--- src/rtl/output_grouper.sv ---
// Formats a cipher byte stream into fixed-length letter groups and lines,
// buffers the result in a FIFO and hands bytes one at a time to a UART transmitter.
module output_grouper #(
  parameter int GROUP_LEN       = 5,
  parameter int GROUPS_PER_LINE = 5,
  parameter int FIFO_DEPTH      = 16
) (
  input  logic       i_clock,
  input  logic       i_reset_n,
  input  logic       i_ready,
  input  logic [7:0] i_data,
  input  logic       i_tx_busy,
  output logic       o_tx_start,
  output logic [7:0] o_tx_data,
  output logic       o_overflow
);

  localparam int CW = $clog2(GROUP_LEN + 1);
  localparam int GW = $clog2(GROUPS_PER_LINE + 1);
  localparam int AW = $clog2(FIFO_DEPTH);
  localparam logic [CW-1:0] CHAR_LAST  = CW'(GROUP_LEN);
  localparam logic [GW-1:0] GROUP_LAST = GW'(GROUPS_PER_LINE - 1);
  localparam logic [AW:0]   DEPTH      = (AW+1)'(FIFO_DEPTH);

  typedef enum logic [2:0] {F_IDLE, F_SEP, F_CR, F_LF, F_CHAR} front_t;
  typedef enum logic [1:0] {T_IDLE, T_START, T_HOLD, T_WAIT} tx_t;

  front_t        front_q, front_d;
  tx_t           tx_q, tx_d;
  logic [7:0]    hold_q, hold_d;
  logic [CW-1:0] char_cnt_q, char_cnt_d;
  logic [GW-1:0] group_cnt_q, group_cnt_d;
  logic          overflow_q, overflow_d;
  logic [AW-1:0] wr_ptr_q, wr_ptr_d, rd_ptr_q, rd_ptr_d;
  logic [AW:0]   count_q, count_d;
  logic [7:0]    tx_data_q, tx_data_d;
  logic          tx_start_q, tx_start_d;
  logic [7:0]    fifo_mem [FIFO_DEPTH];
  logic          push, pop, full, empty;
  logic [7:0]    push_byte;

  function automatic logic is_letter(input logic [7:0] b);
    return (b >= 8'd65) && (b <= 8'd90);
  endfunction

  function automatic logic is_line_end(input logic [7:0] b);
    return (b == 8'd13) || (b == 8'd10);
  endfunction

  assign full  = (count_q == DEPTH);
  assign empty = (count_q == '0);

  // Front FSM: separators are decided at accept time but counters move only on pushes.
  always_comb begin
    front_d     = front_q;
    hold_d      = hold_q;
    char_cnt_d  = char_cnt_q;
    group_cnt_d = group_cnt_q;
    overflow_d  = overflow_q;
    push        = 1'b0;
    push_byte   = hold_q;
    case (front_q)
      F_IDLE: begin
        if (i_ready) begin
          hold_d = i_data;
          if (is_letter(i_data) && (char_cnt_q == CHAR_LAST))
            front_d = (group_cnt_q == GROUP_LAST) ? F_CR : F_SEP;
          else
            front_d = F_CHAR;
        end
      end
      F_SEP: begin
        if (!full) begin
          push        = 1'b1;
          push_byte   = 8'd32;
          group_cnt_d = group_cnt_q + GW'(1);
          char_cnt_d  = '0;
          front_d     = F_CHAR;
        end
      end
      F_CR: begin
        if (!full) begin
          push      = 1'b1;
          push_byte = 8'd13;
          front_d   = F_LF;
        end
      end
      F_LF: begin
        if (!full) begin
          push        = 1'b1;
          push_byte   = 8'd10;
          group_cnt_d = '0;
          char_cnt_d  = '0;
          front_d     = F_CHAR;
        end
      end
      F_CHAR: begin
        if (!full) begin
          push = 1'b1;
          if (is_letter(hold_q)) begin
            char_cnt_d = char_cnt_q + CW'(1);
          end else if (is_line_end(hold_q)) begin
            char_cnt_d  = '0;
            group_cnt_d = '0;
          end
          front_d = F_IDLE;
        end
      end
      default: front_d = F_IDLE;
    endcase
    if (i_ready && (front_q != F_IDLE))
      overflow_d = 1'b1;
  end

  // Tx FSM: the start pulse is registered, so it appears in the cycle after T_START is entered.
  always_comb begin
    tx_d       = tx_q;
    tx_data_d  = tx_data_q;
    tx_start_d = 1'b0;
    pop        = 1'b0;
    case (tx_q)
      T_IDLE: begin
        if (!empty && !i_tx_busy) begin
          pop       = 1'b1;
          tx_data_d = fifo_mem[rd_ptr_q];
          tx_d      = T_START;
        end
      end
      T_START: begin
        tx_start_d = 1'b1;
        tx_d       = T_HOLD;
      end
      T_HOLD: tx_d = T_WAIT;
      T_WAIT: if (!i_tx_busy) tx_d = T_IDLE;
      default: tx_d = T_IDLE;
    endcase
  end

  always_comb begin
    wr_ptr_d = wr_ptr_q + AW'(push);
    rd_ptr_d = rd_ptr_q + AW'(pop);
    count_d  = count_q + (AW+1)'(push) - (AW+1)'(pop);
  end

  always_ff @(posedge i_clock or negedge i_reset_n) begin
    if (!i_reset_n) begin
      front_q     <= F_IDLE;
      tx_q        <= T_IDLE;
      char_cnt_q  <= '0;
      group_cnt_q <= '0;
      overflow_q  <= 1'b0;
      wr_ptr_q    <= '0;
      rd_ptr_q    <= '0;
      count_q     <= '0;
      tx_data_q   <= 8'd0;
      tx_start_q  <= 1'b0;
    end else begin
      front_q     <= front_d;
      tx_q        <= tx_d;
      char_cnt_q  <= char_cnt_d;
      group_cnt_q <= group_cnt_d;
      overflow_q  <= overflow_d;
      wr_ptr_q    <= wr_ptr_d;
      rd_ptr_q    <= rd_ptr_d;
      count_q     <= count_d;
      tx_data_q   <= tx_data_d;
      tx_start_q  <= tx_start_d;
    end
  end

  // Payload storage carries no reset; emptiness is tracked by the control counters.
  always_ff @(posedge i_clock) begin
    hold_q <= hold_d;
    if (push)
      fifo_mem[wr_ptr_q] <= push_byte;
  end

  assign o_tx_start = tx_start_q;
  assign o_tx_data  = tx_data_q;
  assign o_overflow = overflow_q;

endmodule
--- config.mk ---
export PLATFORM = sky130hd
export DESIGN_NAME = output_grouper
export DESIGN_NICKNAME = d
export VERILOG_FILES = /design/src/rtl/output_grouper.sv
export SDC_FILE = /design/constraint.sdc
export NUM_CORES = 1
export LEC_CHECK = 0
export ABC_AREA = 1
export BUFFER_PORTS_ARGS = -buffer_cell sky130_fd_sc_hd__buf_4
export CAP_MARGIN = 5
export CORE_AREA = 2 2 122 124
export DETAILED_ROUTE_END_ITERATION = 16
export DIE_AREA = 0 0 124 126
export MAX_ROUTING_LAYER = met4
export PLACE_DENSITY = 0.84
export SLEW_MARGIN = 20
export SYNTH_ARGS = -nofsm -noshare
export SYNTH_HDL_FRONTEND = slang
export SYNTH_SLANG_ARGS = --single-unit
export TNS_END_PERCENT = 100
--- constraint.sdc ---
create_clock -name i_clock -period 2.4 [get_ports i_clock]
set_input_delay 0.12 -clock i_clock [delete_from_list [all_inputs] [get_ports i_clock]]
set_output_delay 0.12 -clock i_clock [all_outputs]
set_load 0.02 [all_outputs]
# Word-level counts from Yosys, hierarchy flattened
# Memory sizes are Yosys's and may differ from the RTL's. A register that Yosys moved wholly into a read port is not among the register bits.
# Index checks and enable logic that the tools add are counted.
dict set report word_totals {
  reg_bits 34
  latchBits 0
  mem_bits_rw 128
  mem_bits_ro 0
  in_bits 12
  out_inout_bits 10
  word_cells 96
  n_memories 1
}
# name words width rd rd_ports_with_merged_regs wr line_no
set mem_list {}
lappend mem_list {fifo_mem 16 8 1 1 1 38} ;# logic [7:0] fifo_mem [FIFO_DEPTH];
dict set report op_classes {
  add_sub_neg 6
  multipliers 0
  div 0
  n_lt_le_gt_ge 4
  n_eq_ne 23
  n_shift 0
  n_mux 29
  bitwise 0
  n_reduce_logical 23
}
# op count
set ops {}
lappend ops {{$mux 3} 11}
lappend ops {{$mux 8} 3}
lappend ops {{$pmux 8 s3} 1}
lappend ops {{$ne 2x2->1 const B} 10}
lappend ops {{$eq 8x4->1 const B} 2}
lappend ops {{$ge 8x7->1 const B} 2}
lappend ops {{$le 8x7->1 const B} 2}
lappend ops {{$pmux 3 s4} 1}
lappend ops {{$eq 3x3->1 const B} 3}
lappend ops {{$pmux 3 s3} 1}
lappend ops {{$add 4x1->4} 2}
lappend ops {{$pmux 2 s4} 1}
lappend ops {{$reduce_and 4->1} 2}
lappend ops {{$mux 1} 7}
lappend ops {{$add 3x1->3 const B} 2}
lappend ops {{$eq 3x2->1 const B} 2}
lappend ops {{$mux 2} 3}
lappend ops {{$pmux 3 s2} 1}
lappend ops {{$reduce_and 2->1} 3}
lappend ops {{$reduce_and 6->1} 1}
lappend ops {{$reduce_bool 3->1} 2}
lappend ops {{$add 5x1->5} 1}
lappend ops {{$eq 5x5->1 const B} 1}
lappend ops {{$logic_and 1x1->1} 5}
lappend ops {{13 further kinds} 16}

# Logic depth before layout (Yosys ltp)
# Gate-level depths: netlist of run 1.
dict set report logic_depth {
  ltp_word 6
  depth_mapped 13
}

# Least setup slack after synthesis of run 1
# No wires, ideal clock.
dict set report synth_path {
  path_kind {register to register}
  from {reg count_q[3]}
  to {reg count_q[4]}
  setup_ps 79
  arrival_time_ps 2323
  path_slack_ps -2
  path_stages_with_launch 14
  path_buffers 0
  cell_sequence {dfrtp_1 inv_1 ha_1 nand3_1 o21bai_1 nor2_4 ha_1 inv_1 ha_1 fa_1 a21oi_1 nor2_1 nor2_1 xor2_1}
}
dict set report synth_between {
  elab_chain_len 6
  word_cells_on_any_way 10
}
# item line_no
set synth_rtl {}
lappend synth_rtl {{from (decl)} 35} ;# logic [AW:0] count_q, count_d;
lappend synth_rtl {{from (signal assigned)} 165} ;# count_q <= count_d;
lappend synth_rtl {{$logic_not 5->1} 51} ;# assign empty = (count_q == '0);
lappend synth_rtl {{$logic_not 1->1} 123} ;# if (!empty && !i_tx_busy) begin
lappend synth_rtl {{$logic_and 1x1->1} 123}
lappend synth_rtl {{$mux 1} 123}
lappend synth_rtl {{$mux 1} 121} ;# case (tx_q)
lappend synth_rtl {{named net pop} 39} ;# logic push, pop, full, empty;
lappend synth_rtl {{$sub 5x1->5} 142} ;# count_d = count_q + (AW+1)'(push) - (AW+1)'(pop);
lappend synth_rtl {{named net count_d[4]} 35}
# The timed path passes the listed nets, and every way through them passes these cells.
# A chain may end at the register's enable or synchronous reset.

# Final worst setup path of run 1
dict set report layout_path {
  from {reg count_q[2]}
  to {reg count_q[4]}
}
# Same word-level chain as after synthesis.

==> results.yml, run 1 <==
run_status:
  status: "complete, but fails checks"
  violations: "negative setup slack"
clock_tree:
  cts_made_buffers: 17
  clock_latency_ps: 430
  clk_pin_slew_ps: 60
  numClockSinks: 170
  tritoncts: "yes"
  cts-root-buf: "clkbuf_16"
  clockBufferDepth: 2
  htree_levels: 4
finish:
  fillers: 1077
  stdcell_count: 1058
  drive_above_1_share_pct: 12.0
  areaGrowthSynthToFinish_pct: 15.8
  final_cell_mix: "256 x nand2_1, 136 x edfxtp_1, 130 x inv_1"
  design_area_um2: 9040
  final_core_util_pct: 63.2
  n_antenna_cell: 0
  final_common_cell: "nand2_1"
  fin_nets: 893
sta:
  finalMaxSlewViolations: 0
  finalSetupViolCount: 1
  finalCritPeriodShare_pct: 102
  period_needed_ps: 2450
  slew_headroom_pct: 51.1
  setup_ws_ps: -51.1
  finClkSkew_ps: 8.09
  tightest_slew_ps: 730
  fin_tns_setup_ps: -51.1
  fmax_ghz: 0.408
  hold_slack_ps: 150
  final_hold_viol_count: 0
worst_setup_path:
  cp.required_ps: 2740
  critPathMaxStageDelay_ps: 430
  cp_top_family: "adder cells"
  crit_type: "reg -> reg"
  path_cells: "inv_2 > ha_4 > nand3_4 > o21bai_4 > nor2_4 > ha_1 > inv_2 > ha_4 > fa_2 > a21oi_2 > nor2_1 > nor2_1 > xor2_1"
  cp_max_fo: 2
  critPathBufInv: 2
  critPathLaunchType: "flop"
  cp-end-kind: "flop"
  crit_arrival_ps: 2790
  cpMaxStageDelayCell: "dfrtp_1"
global_routing:
  antenna_found_initial: 0
  grt_pass1_vias: 5468
  grt_pass1_wl_mm: 27.0
  track_usage_pct: 23.8
  grt_max_degree: 66
  overflow: 0
route:
  drtIter0Drc: 640
  first_pass_iters: 5
  drcViolationCount: 0
  final_antenna_net_count: 0
  wire_per_inst_um: 16.1
  routed_wl_mm: 17.0
  num_vias: 5558
  drt-vias-per-instance: 5.25
yosys:
  yosysSeqAreaShare_pct: 63.2
  synthCells: 798
  yosys.area.top_type: "edfxtp_1"
  synth_seq_cells: 170
  synth_cell_types: 25
  syn_nets: 830
  netlist_area_um2: 7810
  avgSynthCellArea_um2: 9.79
  yosys_warnings: 0
  synth_top_area_share_pct: 52.3
  synthTopCellsByArea: "edfxtp_1 52%, nand2_1 12%, dfrtp_1 11%"
floorplanning:
  rows: 44
  start_util_pct: 54.6
  die_x_um: 124
  io_pins: 22
  core_area_um2: 14300
  die_area_um2: 15600
  die_height_um: 126
power_and_ir_drop:
  cellPowerDensity_nw_per_um2: 1140
  p_leak_nw: 4.17
  max-vdd-ir-drop_mv: 0.549
placed_design:
  place_congestion: 0.862
  dp_hpwl_mm: 10.5
  dp.cells: 1010
  dpl_cell_area_um2: 8280
  io_buffers: 21
run:
  drv_cap: 0
worst_hold_path:
  hold_class: "in -> reg"
metal layers:
layer	wire, um	global-route usage (%)
met3	1130	5.25
met5	0	-
met2	8570	38.7
met4	470	10.0
met1	6850	28.8
Yosys cell counts:
library cell	number
buf_6	8
a22oi_1	1
edfxtp_1	136
o21bai_1	3
nor2_1	35
xnor2_1	1
nor3_1	3
inv_2	6
o21ai_0	7
nand3_1	116
dfrtp_1	34
fa_1	1
o21ai_2	1
buf_2	16
nor2_4	1
nor2_2	1
xor2_1	9
clkinv_1	1
nand4_1	4
o21ai_1	2
ha_1	19
nand2_1	256
nand3b_1	1
a21oi_1	3
inv_1	133
final timing paths:
check | from | end | slack, ps | cells after the start
hold reg to reg | o_tx_data[3] | o_tx_data[3] | 480 | 2
min in group asynchronous | i_reset_n | count_q[1] | 200 | 2
setup / recovery | count_q[2] | count_q[4] | -50 | 13
setup reg to reg | count_q[2] | count_q[4] | -50 | 13
max in group asynchronous | i_reset_n | rd_ptr_q[0] | 1840 | 2
hold / removal | i_tx_busy | tx_q[0] | 150 | 5
worst reg2reg max path: stages (launching register included):
cell and delay, ps:
dfrtp_1 430, inv_2 100, ha_4 160, nand3_4 100, o21bai_4 170, nor2_4 50
ha_1 290, inv_2 50, ha_4 150, fa_2 350, a21oi_2 120, nor2_1 40
nor2_1 150, xor2_1 200
flip-flops by register name, indices dropped and copies added (netlist names):
signal and count:
char_cnt_q 3, count_q 5, fifo_mem 128, front_q 3, group_cnt_q 3, hold_q 8
o_overflow 1, o_tx_data 8, o_tx_start 1, rd_ptr_q 4, tx_q 2, wr_ptr_q 4
repair_timing:
item,CTS,global route
buffers inserted,3,3
endpoints found under the hold margin,43,0
pin swaps,3,5
hold buffers,10,0
endpoints found under the setup margin,1,1
gates resized for setup,7,6
where the power goes:
part / internal [mW] / total, mW / switching (mW)
Sequential: 3.71 / 3.95 / 0.240
Clock: 1.56 / 2.62 / 1.06
Combinational: 1.23 / 3.74 / 2.51
final cells by class:
type | count | area (um2) | share of cell area (%)
repair buffers | 68 | 548 | 6.06
clock inverters | 11 | 103 | 1.13
clock buffers | 21 | 460 | 5.09
inverters | 140 | 526 | 5.81
flip-flops and latches | 170 | 4940 | 54.6
multi-input cells | 464 | 2240 | 24.8
well taps | 184 | 230 | 2.55
through the flow:
step / power, mW / setup WS [ps]
2_1_floorplan: 6.45 / 71.7
3_3_place_gp: 7.26 / 45.7
3_5_place_dp: 7.42 / -4.85
4_1_cts: 10.1 / 0.353
5_1_grt: 10.9 / -79.6
6_report: 10.3 / -51.1
cells by family after synthesis:
logic type               Yosys count  share of synthesized area [%]
XOR/XNOR                          10                           1.12
AND/OR/NAND/NOR                  417                           22.2
flip-flops                       170                           63.2
AO/OA/AOI/OAI                     17                           1.27
buffers and inverters            164                           8.90
adder cells (fa/ha/maj)           20                           3.30
Power figures use the tool's default switching activity.
==> run 2, diff against run 1 <==
- ABC_AREA: 1 -> not set
- CAP_MARGIN: 5 -> not set
- CORE_AREA: 2 2 122 124 -> 2 2 117 119
- DIE_AREA: 0 0 124 126 -> 0 0 119 121
==> run 2 against run 1 <==
Compared with the run above: the flow now finishes without violations; synthesized cell count decreased by 49%; via count is 31% lower; combinational power shrank 28%; sequential cell count unchanged; core utilization is 2.2 points higher; largest cell class unchanged; largest power group unchanged.
==> results.yml, run 2 <==
route:
  drtIter0Drc: 329
  routed_wl_mm: 13.8
  drt-vias-per-instance: 5.73
  num_vias: 3862
  final_antenna_net_count: 0
  wire_per_inst_um: 20.4
  drcViolationCount: 0
  first_pass_iters: 6
worst_setup_path:
  cpMaxStageDelayCell: "or3b_4"
  cp_top_family: "adder cells"
  endpoint: "count_q[4]"
  reg2reg_from: "count_q[2]"
  critPathMaxStageDelay_ps: 400
  cp-end-kind: "flop"
  cp.required_ps: 2750
  critPathLaunchType: "flop"
  crit_arrival_ps: 2720
  crit_start: "count_q[2]"
  crit_type: "reg -> reg"
  cp_max_fo: 3
  crit_cells: 13
  rr_endpoint: "count_q[4]"
  path_cells: "inv_2 > ha_4 > nor4b_4 > or3b_4 > inv_4 > ha_4 > inv_2 > ha_4 > fa_2 > a21oi_2 > nor2_1 > nor2_1 > xnor2_1"
  reg2reg_slack_ps: 30
  critPathBufInv: 3
  path_common_cell: "ha_4"
  r2r_cells: 13
yosys:
  yosys.area.top_type: "edfxtp_1"
  synthCells: 408
  syn_nets: 440
  yosys_warnings: 0
  synth_most_common_cell: "edfxtp_1"
  synthFlopType: "edfxtp_1"
  synth_cell_types: 48
  synth_common_cells: "136 x edfxtp_1, 34 x dfrtp_1, 29 x mux4_1"
  synth-edff-count: 136
  avgSynthCellArea_um2: 17.6
  synthArstFlopShare_pct: 20.0
  synth_seq_cells: 170
  synthTopCellsByArea: "edfxtp_1 57%, dfrtp_1 12%, mux4_1 11%"
  synth_top_area_share_pct: 57.0
  netlist_area_um2: 7170
  yosysSeqAreaShare_pct: 68.8
global_routing:
  grt_pass1_wl_mm: 21.7
  overflow: 0
  grt_pass1_vias: 3966
  grt_max_degree: 35
  track_usage_pct: 21.3
  antenna_found_initial: 0
sta:
  finalMaxSlewViolations: 0
  rsz0062_at_grt: "true"
  finClkSkew_ps: 6.27
  finalSetupViolCount: 0
  final_hold_viol_count: 0
  tightest_slew_ps: 729
  fmax_ghz: 0.422
  finalCritPeriodShare_pct: 98.7
  slew_headroom_pct: 51.4
  period_needed_ps: 2370
finish:
  largest_reg_flops: 128
  stdcell_count: 674
  areaGrowthSynthToFinish_pct: 19.4
  n_antenna_cell: 0
  top_register: "fifo_mem"
  drive_above_1_share_pct: 23.3
  fin_nets: 517
  final_common_cell: "edfxtp_1"
  final_cell_mix: "136 x edfxtp_1, 61 x buf_4, 34 x dfrtp_1"
clock_tree:
  cts-root-buf: "clkbuf_16"
  numClockSinks: 170
  clock_latency_ps: 430
  cts_made_buffers: 17
  tritoncts: "yes"
  clockBufferDepth: 2
  htree_levels: 4
  clk_pin_slew_ps: 60
run:
  drv_cap: 0
run_status:
  status: "complete, no violations"
floorplanning:
  die_area_um2: 14400
  die_x_um: 119
  rows: 42
  die_height_um: 121
  core_area_um2: 13100
  start_util_pct: 54.8
  io_pins: 22
worst_hold_path:
  hold_class: "in -> reg"
placed_design:
  io_buffers: 21
  dp.cells: 625
  place_congestion: 0.794
  dp_hpwl_mm: 8.83
power_and_ir_drop:
  max-vdd-ir-drop_mv: 0.650
  p_leak_nw: 3.28
  cellPowerDensity_nw_per_um2: 1080
  totalPowerFinal_mw: 9.29
run 2: changes by cell type in the layout (fill, tap and decap cells not counted), sizes merged, moves of 5 or more:
| cell | delta |
|---|---|
| nand2 | -242 |
| nand3 | -109 |
| buf | +5 |
| mux2i | +16 |
| nor2 | -9 |
| xor2 | -5 |
| o22ai | +8 |
| nand2b | +5 |
| inv | -120 |
| a21o | +13 |
| mux4 | +32 |
run 2: worst min-delay path by stage:
stage              start              to  slack [ps]  cells past startpoint
6_report       i_tx_busy         tx_q[0]         140                      3
5_1_grt        i_reset_n  group_cnt_q[0]         210                      2
4_1_cts        i_tx_busy         tx_q[0]         110                      3
3_5_place_dp   i_reset_n  group_cnt_q[0]         100                      1
3_3_place_gp   i_reset_n   char_cnt_q[0]          90                      1
2_1_floorplan  i_reset_n   char_cnt_q[0]        -180                      0
run 2: per-layer routing:
metal	GRT usage [%]	routed length [um]
met5	-	0
met4	8.85	337
met3	4.28	678
met2	36.1	7240
met1	25.3	5520
run 2: logic make-up (layout without fill, tap and decap cells):
group / Yosys count / after routing / share of synthesized area (%)
flops: 170 / 170 / 68.8
compound gates: 50 / 50 / 4.63
xor+xnor: 8 / 8 / 0.977
mux: 49 / 49 / 14.0
simple gates: 79 / 79 / 5.69
buf+inv: 32 / 122 / 2.30
fa+ha+maj: 20 / 20 / 3.60
run 2: per-stage QoR:
stage	cell area, um2	util [%]	setup WS [ps]	setup TNS, ps	hold WS (ps)
global route	8560	65.4	-125	-125	211
global placement	7780	59.5	20.2	0	89.3
finish	8560	65.4	30.2	0	138
CTS	8500	64.9	7.71	0	109
detailed placement	7780	59.5	-29.8	-209	98.6
floorplan	7220	-	-2.85	-2.85	-176
run 2: area by class of cell:
cell class / instances / area [um2]
clock buffer: 17 / 425
clock inverter: 15 / 175
fill: 828 / 4520
inverter: 17 / 66.3
multi-input combinational: 206 / 2140
sequential: 170 / 4930
tap: 176 / 220
timing repair buffer: 73 / 598
run 2: what timing repair did:
action | CTS | global route
endpoints found under the setup margin | 63 | 1
setup buffers | 0 | 7
hold buffers | 10 | 0
hold endpoints to repair | 43 | 0
pin swaps | 1 | 7
resized for setup | 5 | 4
run 2: tightest hold or removal path: stages:
cell and delay, ps:
buf_4 90, o21ai_0 140, o21ai_0 170
run 2: power breakdown:
| group | leakage [nW] | switching (mW) | internal [mW] |
|---|---|---|---|
| sequential | 1.65 | 0.246 | 3.60 |
| combinational | 1.34 | 1.36 | 1.32 |
| clock | 0.287 | 1.12 | 1.64 |
